<file path="src/rtl/sha256_message_scheduler.sv">
// SHA-256 message schedule generator.
// Accepts one padded 512-bit block and streams W0..W(NUM_ROUNDS-1), one word per
// accepted handshake, so the round engine can stall the stream at any point.
module sha256_message_scheduler #(
  parameter int unsigned NUM_ROUNDS = 64
) (
  input  logic         clk,
  input  logic         rst,
  input  logic         blk_valid,
  output logic         blk_ready,
  input  logic [511:0] blk_data,
  output logic         w_valid,
  input  logic         w_ready,
  output logic [31:0]  w_word,
  output logic [5:0]   w_round,
  output logic         w_last,
  output logic         busy
);

  localparam logic [5:0] LastRound = 6'(NUM_ROUNDS - 1);

  typedef enum logic [0:0] {
    StIdle,
    StRun
  } state_e;

  state_e      state_q, state_d;
  logic [31:0] win_q [16];
  logic [31:0] win_d [16];
  logic [5:0]  round_q, round_d;
  logic [31:0] new_word;

  function automatic logic [31:0] rotr(input logic [31:0] x, input int unsigned n);
    return (x >> n) | (x << (32 - n));
  endfunction

  function automatic logic [31:0] sig0(input logic [31:0] x);
    return rotr(x, 7) ^ rotr(x, 18) ^ (x >> 3);
  endfunction

  function automatic logic [31:0] sig1(input logic [31:0] x);
    return rotr(x, 17) ^ rotr(x, 19) ^ (x >> 10);
  endfunction

  // W(t+16) from the current window; adds wrap mod 2^32.
  always_comb begin
    new_word = sig1(win_q[14]) + win_q[9] + sig0(win_q[1]) + win_q[0];
  end

  // Next-state logic: block load in IDLE, window shift on each accepted word in RUN.
  always_comb begin
    state_d = state_q;
    round_d = round_q;
    for (int i = 0; i < 16; i++) begin
      win_d[i] = win_q[i];
    end

    unique case (state_q)
      StIdle: begin
        if (blk_valid) begin
          for (int i = 0; i < 16; i++) begin
            win_d[i] = blk_data[511 - 32 * i -: 32];
          end
          round_d = '0;
          state_d = StRun;
        end
      end
      StRun: begin
        if (w_ready) begin
          if (round_q == LastRound) begin
            // Counter stays at the last round; the next load clears it.
            state_d = StIdle;
          end else begin
            for (int i = 0; i < 15; i++) begin
              win_d[i] = win_q[i + 1];
            end
            win_d[15] = new_word;
            round_d   = round_q + 6'd1;
          end
        end
      end
      default: state_d = StIdle;
    endcase
  end

  // State, window and round registers with synchronous reset.
  always_ff @(posedge clk) begin
    if (rst) begin
      state_q <= StIdle;
      round_q <= '0;
      for (int i = 0; i < 16; i++) begin
        win_q[i] <= '0;
      end
    end else begin
      state_q <= state_d;
      round_q <= round_d;
      for (int i = 0; i < 16; i++) begin
        win_q[i] <= win_d[i];
      end
    end
  end

  // Outputs come from registers only; blk_ready is also masked while rst is asserted.
  always_comb begin
    blk_ready = !rst && (state_q == StIdle);
    w_valid   = (state_q == StRun);
    busy      = (state_q == StRun);
    w_word    = win_q[0];
    w_round   = round_q;
    w_last    = (state_q == StRun) && (round_q == LastRound);
  end

endmodule
</file>
<file path="config.mk">
export PLATFORM = sky130hd
export DESIGN_NAME = sha256_message_scheduler
export DESIGN_NICKNAME = d
export VERILOG_FILES = /design/src/rtl/sha256_message_scheduler.sv
export SDC_FILE = /design/constraint.sdc
export NUM_CORES = 1
export LEC_CHECK = 0
export BUFFER_PORTS_ARGS = -buffer_cell sky130_fd_sc_hd__clkbuf_2
export CORE_UTILIZATION = 50
export CTS_CLUSTER_DIAMETER = 80
export DETAILED_ROUTE_END_ITERATION = 16
export PLACE_DENSITY = 0.83
export SYNTH_ARGS = -nofsm -noshare
export SYNTH_HDL_FRONTEND = slang
export SYNTH_SLANG_ARGS = --single-unit
</file>
<file path="constraint.sdc">
create_clock -name clk -period 3.6 [get_ports clk]
set_input_delay 0.54 -clock clk [delete_from_list [all_inputs] [get_ports clk]]
set_output_delay 0.54 -clock clk [all_outputs]
set_load 0.03 [all_outputs]
</file>
==> results of run 1 <==
placed cells by master, fill, tap and decap left out, drive strengths merged, types with 6 or more instances in the layout:
| master | Yosys | routed |
|---|---|---|
| a211oi | 499 | 499 |
| a31oi | 6 | 6 |
| nor2b | 6 | 6 |
| mux2i | 494 | 494 |
| inv | 134 | 136 |
| xor2 | 20 | 20 |
| clkinv | 0 | 8 |
| ha | 32 | 32 |
| nand2b | 6 | 6 |
| nand3 | 8 | 8 |
| nor3b | 6 | 6 |
| nor3 | 10 | 10 |
| fa | 62 | 62 |
| a221oi | 8 | 8 |
| a21oi | 48 | 48 |
| buf | 43 | 264 |
| xnor2 | 122 | 122 |
| dfxtp | 519 | 519 |
| o21ai | 31 | 31 |
| nand2 | 43 | 43 |
| a21o | 6 | 6 |
| nor2 | 534 | 534 |
| nand4 | 8 | 8 |
| clkbuf | 283 | 644 |
stage by stage:
stage	utilization, %	power, W
2_1_floorplan	-	0.0128
3_3_place_gp	59.2	0.0168
3_5_place_dp	59.2	0.0169
4_1_cts	63.4	0.0234
5_1_grt	64.2	0.0256
6_report	64.2	0.0244
cell type report:
| cell class | instances | share of cell area [%] |
|---|---|---|
| flip-flops and latches | 519 | 30.2 |
| well taps | 696 | 2.52 |
| clock inverters | 14 | 0.391 |
| clock buffers | 88 | 4.90 |
| repair buffers | 820 | 14.9 |
| inverters | 134 | 1.46 |
| diodes | 2 | 0.0145 |
| multi-input cells | 1999 | 45.6 |
state kept, by name, summed over array words and instances, names as in the netlist:
signal	count
win_q	512
w_round	6
busy	1
layer usage:
layer | part of all wire (%) | wire length (um) | track usage, %
met1 | 41 | 39900 | 44.4
met2 | 45 | 43700 | 52.9
met3 | 8.4 | 8100 | 6.16
met4 | 5.0 | 4860 | 15.8
met5 | 0.016 | 15 | 0
final timing paths:
| kind | start | to | cells after the start |
|---|---|---|---|
| worst max-delay path | win_q[1][213] | win_q[1][238] | 18 |
| worst min-delay path | w_ready | busy | 2 |
| worst max register to register | win_q[1][213] | win_q[1][238] | 18 |
| worst min register to register | win_q[1][227] | win_q[1][227] | 2 |
cells by family after synthesis:
| logic type | after synthesis | share of synthesized area (%) |
|---|---|---|
| adders and majority gates | 94 | 6.03 |
| DFF | 519 | 38.1 |
| buffers and inverters | 460 | 6.82 |
| and+or+nand+nor | 636 | 9.31 |
| xor gates and xnor gates | 142 | 4.57 |
| muxes | 494 | 18.2 |
| AOI/OAI and AO/OA | 633 | 17.0 |
what timing repair did:
| item | 4_1_cts | 5_1_grt |
|---|---|---|
| pin swaps | 50 | 37 |
| gates resized for setup | 68 | 76 |
| setup buffers | 15 | 4 |
| endpoints found under the setup margin | 23 | 26 |
worst reg2reg max path: cells and delay by family, from the launching register on:
kind            cells  cell delay, ns
fa+ha+maj           3            1.29
simple gates        5            0.69
flops               1            0.37
xor+xnor            2            0.31
compound gates      2            0.63
buf+inv             6            0.60
where the power goes:
part	switching, W	internal, W
Sequential	0.000593	0.00637
Combinational	0.00615	0.00548
Clock	0.00247	0.00330
Total	0.00921	0.0152
==> impl_metrics.yaml, run 1 <==
worst_setup_path:
  cp_max_fo: 3
  cp_num_buf_inv: 6
  end_kind: "register"
  cpMaxStageDelayCell: "fa_1"
  path_class: "register to register"
  critical_path.cell_chain: "xnor2_4 -> xnor2_2 -> fa_1 -> inv_2 -> fa_1 -> inv_2 -> ha_4 -> nand2_4 -> or3b_4 -> buf_6 -> a2111o_1 -> buf_4 -> buf_6 -> buf_6 -> nand3_4 -> nand2b_4 -> a221oi_2 -> nor2_1"
  arrival_ns: 4.50
  cp.required_ns: 4.09
  cpPeakStageDelay_ns: 0.51
  critPathLaunchType: "register"
  r2r_slack_ns: -0.41
  cpLargestDelayFamily: "adder cells"
  crit_top_cell: "buf_6"
sta:
  tightest_slew_ns: 1.35
  drv_slew: 0
  slew_headroom_pct: 9.79
  period_needed_ns: 4.01
  max_clock_freq_ghz: 0.249
  hold_viol: 0
  fin_crit_sh_pct: 111
  fin_skew_ns: 0.0130
  fin_ws_ns: -0.413
  rsz0062_at_grt: "yes"
  fin_hold_ws_ns: 0.192
  finalSetupTns_ns: -5.76
  setup_viol: 21
die:
  fp-row-count: 85
  design.core.area_mm2: 0.0538
  die_h_um: 235
  design.die.area_mm2: 0.0554
  start_util_pct: 50.6
  io-pin-count: 558
  die_x_um: 235
run_status:
  outcome: "finished, violations left"
  violations: "setup timing"
drt:
  route.detailed.drc: 0
  vias: 24300
  wl_um: 96500
  drt-pass1-iter-count: 6
  drt_iter0_markers: 2347
  wl_per_cell_um: 22.6
  vias_per_cell: 5.69
  detail-route-antenna-nets: 0
global_route:
  grt_overflow_total: 0
  grt_max_degree: 149
  grt_pass1_vias: 23100
  track_usage_pct: 33.5
  grt_pass1_wl_um: 140000
  antenna_found_initial: 3
layout:
  area_growth_pct: 26.8
  seqCellArea_mm2: 0.0104
  nets: 4140
  drive_above_1_share_pct: 29.1
  multi_input_area_mm2: 0.0157
  stdcell_count: 4272
  n_fill_cell: 4337
  final_cell_area_mm2: 0.0345
logic_synthesis:
  yosysSeqAreaShare_pct: 38.1
  ys_top_cells_by_area: "dfxtp_1 (38%), mux2i_1 (18%), a211oi_1 (14%)"
  synth_top_area_share_pct: 38.1
  yosys_register_bits: 519
  synth_edf_count: 0
  synthDistinctLibCells: 54
  yosys-top-cells-count: "nor2_1 (534), dfxtp_1 (519), a211oi_1 (497)"
  synth_flop_cell: "dfxtp_1"
  async_reset_ff_share_pct: 0
  synth.largest_area_cell: "dfxtp_1"
  yosysMostFrequentCell: "nor2_1"
  yosysWarnings: 0
  postSynthCellCount: 2978
  avgSynthCellArea_um2: 9.15
  syn_area_mm2: 0.0272
  synth_nets: 3588
worst_hold_path:
  min_path_type: "input pin to register"
place:
  port_buffers: 557
  dpl.hpwl_um: 73800
  postPlaceCellArea_mm2: 0.0319
  routabilityCongestion: 0.953
  place_ws_ns: -0.453
  place_inst: 4156
clocking:
  cts_made_buffers: 56
  clk_path_buf_depth: 3
  cts-root-buf: "clkbuf_16"
  cts_sinks: 519
  cts_htree_levels: 2
  cts_tree: "yes"
  clk_latency_ns: 0.61
  path_clk_slew_ns: 0.06
  hold_buffers: 0
power_and_ir_drop:
  cellPowerDensity_mw_per_mm2: 706
  p_leak_nw: 15.1
  vdd.ir_drop.worst_mv: 0.580
job:
  drv_cap: 0
No activity file was read; power rests on OpenSTA's default activity.
==> run 2, diff against run 1 <==
--- a/config.mk
+++ b/config.mk
@@ -6,10 +6,12 @@
 export NUM_CORES = 1
 export LEC_CHECK = 0
 export BUFFER_PORTS_ARGS = -buffer_cell sky130_fd_sc_hd__clkbuf_2
+export CAP_MARGIN = 20
 export CORE_UTILIZATION = 50
 export CTS_CLUSTER_DIAMETER = 80
 export DETAILED_ROUTE_END_ITERATION = 16
 export PLACE_DENSITY = 0.83
+export SKIP_LAST_GASP = 1
 export SYNTH_ARGS = -nofsm -noshare
 export SYNTH_HDL_FRONTEND = slang
 export SYNTH_SLANG_ARGS = --single-unit
==> impl_metrics.yaml, run 2 (synthesized netlist as in run 1, its figures left out) <==
run_status:
  outcome: "finished, violations left"
  violations: "setup timing"
layout:
  top_register: "win_q"
  stdcell_count: 4274
  largest_reg_flops: 512
  final_common_cell: "clkbuf_2"
  drive_above_1_share_pct: 29.0
  seqCellArea_mm2: 0.0104
  mostFrequentLayoutCells: "clkbuf_2 (556), nor2_1 (533), dfxtp_1 (501)"
  multi_input_area_mm2: 0.0157
  area_growth_pct: 26.8
  n_fill_cell: 4342
  nets: 4142
power_and_ir_drop:
  pwr-share-seq_pct: 28.5
  cellPowerDensity_mw_per_mm2: 708
  switching_share_pct: 37.9
  p_sw_w: 0.00926
  vdd.ir_drop.worst_mv: 0.624
  power.internal_w: 0.0152
  power_frac_comb_pct: 47.9
  p_leak_nw: 15.1
  p_total_w: 0.0244
  clockPowerShare_pct: 23.6
worst_setup_path:
  ff2ff_path_depth: 15
  r2r_start: "win_q[1][213]"
  cp_max_fo: 5
  r2r-end: "win_q[1][242]"
  critPathLaunchType: "register"
  path_class: "register to register"
  r2r_slack_ns: -0.50
  cp.required_ns: 4.08
  end_kind: "register"
  arrival_ns: 4.58
clocking:
  cts_sinks: 519
  cts_tree: "yes"
  cts_made_buffers: 56
  clk_latency_ns: 0.61
  cts_htree_levels: 2
  path_clk_slew_ns: 0.06
  clk_path_buf_depth: 3
  cts-root-buf: "clkbuf_16"
  hold_buffers: 0
die:
  design.die.area_mm2: 0.0554
  fp-row-count: 85
  design.core.area_mm2: 0.0538
  io-pin-count: 558
  die_h_um: 235
  start_util_pct: 50.6
  die_x_um: 235
drt:
  wl_per_cell_um: 22.6
  vias: 24300
  drt-pass1-iter-count: 7
  detail-route-antenna-nets: 0
  drt_iter0_markers: 2286
  route.detailed.drc: 0
  wl_um: 96500
  vias_per_cell: 5.67
sta:
  fin_ws_ns: -0.497
  fin_hold_ws_ns: 0.195
  max_clock_freq_ghz: 0.244
  period_needed_ns: 4.10
  tightest_slew_ns: 1.23
  rsz0062_at_grt: "yes"
  slew_headroom_pct: 18.2
  drv_slew: 0
  setup_viol: 22
  fin_skew_ns: 0.0126
  fin_crit_sh_pct: 114
  finalSetupTns_ns: -6.28
  hold_viol: 0
global_route:
  grt_max_degree: 149
  grt_pass1_wl_um: 140000
  track_usage_pct: 33.5
  antenna_found_initial: 2
  grt_overflow_total: 0
  grt_pass1_vias: 23100
place:
  routabilityCongestion: 0.953
  dpl.hpwl_um: 73800
  place_inst: 4156
  port_buffers: 557
job:
  drv_cap: 0
worst_hold_path:
  whs_endpoint: "busy"
  hold_start: "w_ready"
  min_path_type: "input pin to register"
  hold_depth: 2
run 2: what timing repair did:
item | CTS | global route
hold endpoints to repair | 0 | 0
resized for setup | 63 | 75
pin swaps | 48 | 49
buffers inserted | 15 | 6
setup endpoints to repair | 23 | 26
cloned | 0 | 0
run 2: metrics by stage:
| stage | instance area (um2) | worst slack [ns] | utilization (%) |
|---|---|---|---|
| global route | 34500 | -0.588 | 64.2 |
| finish | 34500 | -0.497 | 64.2 |
| CTS | 34100 | -0.309 | 63.4 |
| global placement | 31900 | -0.365 | 59.2 |
| detailed placement | 31900 | -0.453 | 59.2 |
| floorplan | 27400 | -0.121 | - |
run 2: worst max-delay path by stage:
stage	start	end	slack (ns)	cells past startpoint
finish	win_q[1][213]	win_q[1][242]	-0.50	15
global route	win_q[1][209]	win_q[1][247]	-0.59	16
detailed placement	win_q[0][52]	win_q[1][248]	-0.45	16
CTS	win_q[1][213]	win_q[1][242]	-0.31	15
global placement	win_q[0][41]	win_q[1][248]	-0.36	16
floorplan	win_q[1][219]	win_q[1][247]	-0.12	17
run 2: layout make-up:
type | instances | area share [%]
Multi-Input combinational cell | 1999 | 45.6
Sequential cell | 519 | 30.2
Timing Repair Buffer | 822 | 14.9
Clock buffer | 88 | 4.90
Tap cell | 696 | 2.52
Inverter | 134 | 1.46
Clock inverter | 14 | 0.391
Antenna cell | 2 | 0.0145
run 2: critical path, cell delays in order, from the launching register on:
cell	delay, ns
dfxtp_4	0.37
xnor2_4	0.15
xnor2_2	0.16
fa_1	0.51
inv_2	0.04
fa_1	0.50
inv_2	0.05
ha_4	0.28
nand2_4	0.05
or3b_4	0.43
buf_6	0.14
a2111o_1	0.42
a21oi_2	0.24
o21ai_4	0.12
xnor2_1	0.14
a2111oi_1	0.37
run 2: power groups by stage:
stage | registers [W] | clock network, W | logic [W]
floorplan | 0.00674 | 0 | 0.00602
global placement | 0.00701 | 0 | 0.00977
detailed placement | 0.00703 | 0 | 0.00991
CTS | 0.00692 | 0.00579 | 0.0106
global route | 0.00700 | 0.00603 | 0.0126
finish | 0.00696 | 0.00577 | 0.0117
run 2: per-layer routing:
layer | track usage (%) | wire length (um) | vias up
li1 | - | - | 11600
met1 | 44.3 | 39600 | 11300
met2 | 52.8 | 43800 | 1106
met3 | 6.32 | 8250 | 247
met4 | 16.1 | 4890 | 0
met5 | 0 | 0 | -
